### src/rtl/debounce_pkg.sv
// Shared types and defaults for the switch debouncer.
package debounce_pkg;

    localparam int N_DEFAULT = 19;

    typedef enum logic [2:0] {
        zero    = 3'd0,
        wait1_1 = 3'd1,
        wait1_2 = 3'd2,
        wait1_3 = 3'd3,
        one     = 3'd4,
        wait0_1 = 3'd5,
        wait0_2 = 3'd6,
        wait0_3 = 3'd7
    } db_state_t;

endpackage

### src/rtl/debounce_sample_tick_gen.sv
// Free-running N-bit counter; m_tick marks the last count of each period.
module sample_tick_gen #(
    parameter int N = debounce_pkg::N_DEFAULT
) (
    input  logic clk,
    input  logic reset,
    output logic m_tick
);

    logic [N-1:0] cnt;

    always_ff @(posedge clk or posedge reset) begin
        if (reset) begin
            cnt <= '0;
        end else begin
            cnt <= cnt + 1'b1;
        end
    end

    assign m_tick = &cnt;

endmodule

### src/rtl/debounce_fsm.sv
// Mechanical switch debouncer: synchronizes sw and requires it to hold
// through several sample ticks before db follows.
//
// state   | meaning
// --------+-------------------------------------------
// zero    | settled low, db=0
// wait1_1 | sw seen high, waiting for 1st tick
// wait1_2 | sw still high, waiting for 2nd tick
// wait1_3 | sw still high, waiting for 3rd tick
// one     | settled high, db=1
// wait0_1 | sw seen low, waiting for 1st tick
// wait0_2 | sw still low, waiting for 2nd tick
// wait0_3 | sw still low, waiting for 3rd tick
module debounce_fsm
    import debounce_pkg::*;
#(
    parameter int N = N_DEFAULT
) (
    input  logic clk,
    input  logic reset,
    input  logic sw,
    output logic db
);

    logic      sw_meta;
    logic      sw_s;
    logic      m_tick;
    db_state_t state_q;
    db_state_t state_d;

    sample_tick_gen #(.N(N)) u_tick (
        .clk    (clk),
        .reset  (reset),
        .m_tick (m_tick)
    );

    always_ff @(posedge clk or posedge reset) begin
        if (reset) begin
            sw_meta <= 1'b0;
            sw_s    <= 1'b0;
        end else begin
            sw_meta <= sw;
            sw_s    <= sw_meta;
        end
    end

    always_ff @(posedge clk or posedge reset) begin
        if (reset) begin
            state_q <= zero;
        end else begin
            state_q <= state_d;
        end
    end

    // A reversal of sw_s always wins over a coincident tick.
    always_comb begin
        state_d = state_q;
        db      = 1'b0;
        case (state_q)
            zero: begin
                if (sw_s) state_d = wait1_1;
            end
            wait1_1: begin
                if (!sw_s)       state_d = zero;
                else if (m_tick) state_d = wait1_2;
            end
            wait1_2: begin
                if (!sw_s)       state_d = zero;
                else if (m_tick) state_d = wait1_3;
            end
            wait1_3: begin
                if (!sw_s)       state_d = zero;
                else if (m_tick) state_d = one;
            end
            one: begin
                db = 1'b1;
                if (!sw_s) state_d = wait0_1;
            end
            wait0_1: begin
                db = 1'b1;
                if (sw_s)        state_d = one;
                else if (m_tick) state_d = wait0_2;
            end
            wait0_2: begin
                db = 1'b1;
                if (sw_s)        state_d = one;
                else if (m_tick) state_d = wait0_3;
            end
            wait0_3: begin
                db = 1'b1;
                if (sw_s)        state_d = one;
                else if (m_tick) state_d = zero;
            end
            default: begin
                state_d = zero;
            end
        endcase
    end

endmodule

### config.mk
export PLATFORM = sky130hd
export DESIGN_NAME = debounce_fsm
export DESIGN_NICKNAME = d
export VERILOG_FILES = /design/src/rtl/debounce_pkg.sv /design/src/rtl/debounce_sample_tick_gen.sv /design/src/rtl/debounce_fsm.sv
export SDC_FILE = /design/constraint.sdc
export NUM_CORES = 1
export LEC_CHECK = 0
export BUFFER_PORTS_ARGS = -buffer_cell sky130_fd_sc_hd__buf_2
export CORE_UTILIZATION = 52
export DETAILED_ROUTE_END_ITERATION = 8
export HOLD_SLACK_MARGIN = 0.03
export PLACE_DENSITY = 0.75
export SLEW_MARGIN = 20
export SYNTH_ARGS = -nofsm -noshare
export SYNTH_HDL_FRONTEND = slang
export SYNTH_SLANG_ARGS = --single-unit
### constraint.sdc
create_clock -name clk -period 1.56 [get_ports clk]
set_input_delay 0.156 -clock clk [delete_from_list [all_inputs] [get_ports clk]]
set_output_delay 0.156 -clock clk [all_outputs]
set_load 0.05 [all_outputs]
==> results.sh <==
export IMPL_status="finished, final reports clean"
export IMPL_area_growth_pct=22.3
export IMPL_final_setup_skew_ps=10.5
export IMPL_cts_root_buffer="clkbuf_4"
export IMPL_syn_area_per_cell_um2=12.4
export IMPL_wl_per_cell_um=12.6
export IMPL_worst_pin_slew_ps=322
export IMPL_synth_most_common_cell="dfrtp_1"
export IMPL_period_share=0.968
export IMPL_via_per_inst=5.34
export IMPL_synth_nets=87
export IMPL_hp_start="sw_meta"
export IMPL_drtAntennaViolNets=0
export IMPL_cts_tree="yes"
export IMPL_rsz0062_at_grt="yes"
export IMPL_diodes=0
export IMPL_ys_warn_count=0
export IMPL_place_congestion=0.719
export IMPL_syn_area_mm2=0.00103
export IMPL_drt_total_wl_mm=1.61
export IMPL_slew_viol_final=0
export IMPL_timing_max_cap_violations=0
export IMPL_multi_input_area_um2=427
export IMPL_fin_crit_ps=1510
export IMPL_ys_seq_elements=24
export IMPL_ys_top_cells_by_count="dfrtp_1 (24), xnor2_1 (11), xor2_1 (7)"
export IMPL_synth_seq_area_share=0.585
export IMPL_nFillCells=135
export IMPL_synth_top_area_share=0.585
export IMPL_clkSinkCount=24
export IMPL_whs_ps=381
export IMPL_setup_viol=0
export IMPL_clk_path_buf_depth=2
export IMPL_grt_pass1_vias=647
export IMPL_initial_core_util=0.575
export IMPL_fin_nets=108
export IMPL_coreArea_mm2=0.00178
export IMPL_p_total_w=0.00109
export IMPL_cts_htree_levels=1
export IMPL_antenna_found_initial=0
export IMPL_cts_made_buffers=3
export IMPL_hp_class="flip-flop to flip-flop"
export IMPL_first_pass_iters=4
export IMPL_path_clk_slew_ps=130
export IMPL_fin_ws_ps=49.2
export IMPL_vias=684
export IMPL_cp_arrival_ps=1720
export IMPL_synth_edff_count=0
export IMPL_first_iter_violations=4
export IMPL_worstSetupPathType="flip-flop to flip-flop"
export IMPL_rr_worst_depth=4
export IMPL_critPathLaunch="u_tick.cnt[10]"
export IMPL_synthArstFlopShare=1.00
export IMPL_drcViolationCount=0
export IMPL_groute_usage_overall=0.182
export IMPL_die_area_mm2=0.00215
export IMPL_die_h_um=46.4
export IMPL_seqCellArea_um2=601
export IMPL_yosys_area_top_type="dfrtp_1"
export IMPL_synth_area_top_cells="dfrtp_1 (59%), xnor2_1 (9.4%), xor2_1 (6.0%), nand4_1 (3.0%), nand3_1 (2.9%)"
export IMPL_hold_viol_final=0
export IMPL_cp_required_ps=1770
export IMPL_grt_pass1_wl_mm=2.72
export IMPL_hold_path_depth=0
export IMPL_worstReg2RegStart="u_tick.cnt[10]"
export IMPL_layout_drive_gt1_share=0.262
export IMPL_floorplan_rows=15
export IMPL_power_density_mw_per_mm2=868
export IMPL_gr_total_overflow=0
export IMPL_cellLeakagePower_nw=0.619
export IMPL_grt_max_degree=25
export IMPL_numPortBuffers=3
export IMPL_synth_cell_types=23
export IMPL_relSlewSlack=0.783
export IMPL_ios=4
export IMPL_die_w_um=46.4
export IMPL_place_hpwl_mm=1.18
export IMPL_worst_path_max_fanout=4
export IMPL_worstSetupStartpointType="flip-flop"
export IMPL_clock_latency_ps=310
export IMPL_synth_cells=83
export IMPL_worstSetupEndpointType="flip-flop"
export IMPL_ir_drop_v=0.000737
export IMPL_clock_fmax_mhz=662
export IMPL_synthFlopType="dfrtp_1"
export IMPL_post_place_ws_ps=-65.4
-- sequential cells by signal (all words and copies together) (netlist names) --
signal      flops
u_tick.cnt     19
state_q         3
sw_meta         1
sw_s            1
-- worst paths after layout --
kind,end,slack (ps)
worst min register to register,sw_s,380
max in group asynchronous,state_q[1],920
worst max-delay path,state_q[2],50
worst max register to register,state_q[2],50
min in group asynchronous,u_tick.cnt[14],400
worst min-delay path,sw_s,380
-- report_power, final --
part,switching [W],internal [W]
Clock,0.000179,0.000260
Sequential,0.00000311,0.000626
Combinational,0.0000136,0.00000827
Total,0.000195,0.000894
-- layout make-up --
type / count / area share
inverters: 5 / 0.0150
well taps: 25 / 0.0249
clock inverters: 1 / 0.0239
flip-flops and latches: 24 / 0.479
repair buffers: 17 / 0.0997
multi-input cells: 53 / 0.340
clock buffers: 3 / 0.0179
-- kinds of logic (layout without fill, tap and decap cells) --
group | Yosys count | after routing | share of synthesized area
flops | 24 | 24 | 0.585
xor+xnor | 18 | 18 | 0.154
simple gates | 29 | 29 | 0.187
compound gates | 4 | 4 | 0.0293
mux | 1 | 1 | 0.0110
fa+ha+maj | 1 | 1 | 0.0122
buf+inv | 6 | 26 | 0.0219
-- cells in the final DEF (no fill, tap or decap), types with 2 or more instances in the layout --
cell,instances
nand3_1,5
nor2_1,5
buf_4,12
dlygate4sd3_1,2
xor2_1,7
nand2_1,4
xnor2_1,11
clkbuf_4,3
dfrtp_1,24
nand4_1,5
inv_1,5
buf_2,3
-- worst max-delay path: stages, from the launching register on --
cell	delay, ps
dfrtp_1	440
nand4_4	150
nor4_4	350
nand4_1	140
mux2_1	330
-- metrics by stage --
stage               TNS, ps  std cells  area (µm²)   util
finish                    0        128        1250  0.704
global route          -56.1        128        1250  0.704
CTS                       0        127        1240  0.693
detailed placement    -71.0        120        1160  0.648
global placement          0        120        1160  0.648
floorplan             -93.6         83        1040      -
-- routing by layer --
layer	vias up	wire, µm	track usage	part of all wire
met5	-	0	0	0
met4	0	15	0.0882	0.0093
met3	2	41	0.0353	0.025
met2	9	838	0.292	0.52
met1	345	713	0.233	0.44
li1	328	-	-	-
-- repair_timing --
item,in CTS,in global routing
hold buffers,2,0
hold endpoints to repair,25,0
pin swaps,1,3
resized for setup,0,3
buffers inserted,1,1
setup endpoints to repair,2,6
No activity file was read; power rests on OpenSTA's default activity.
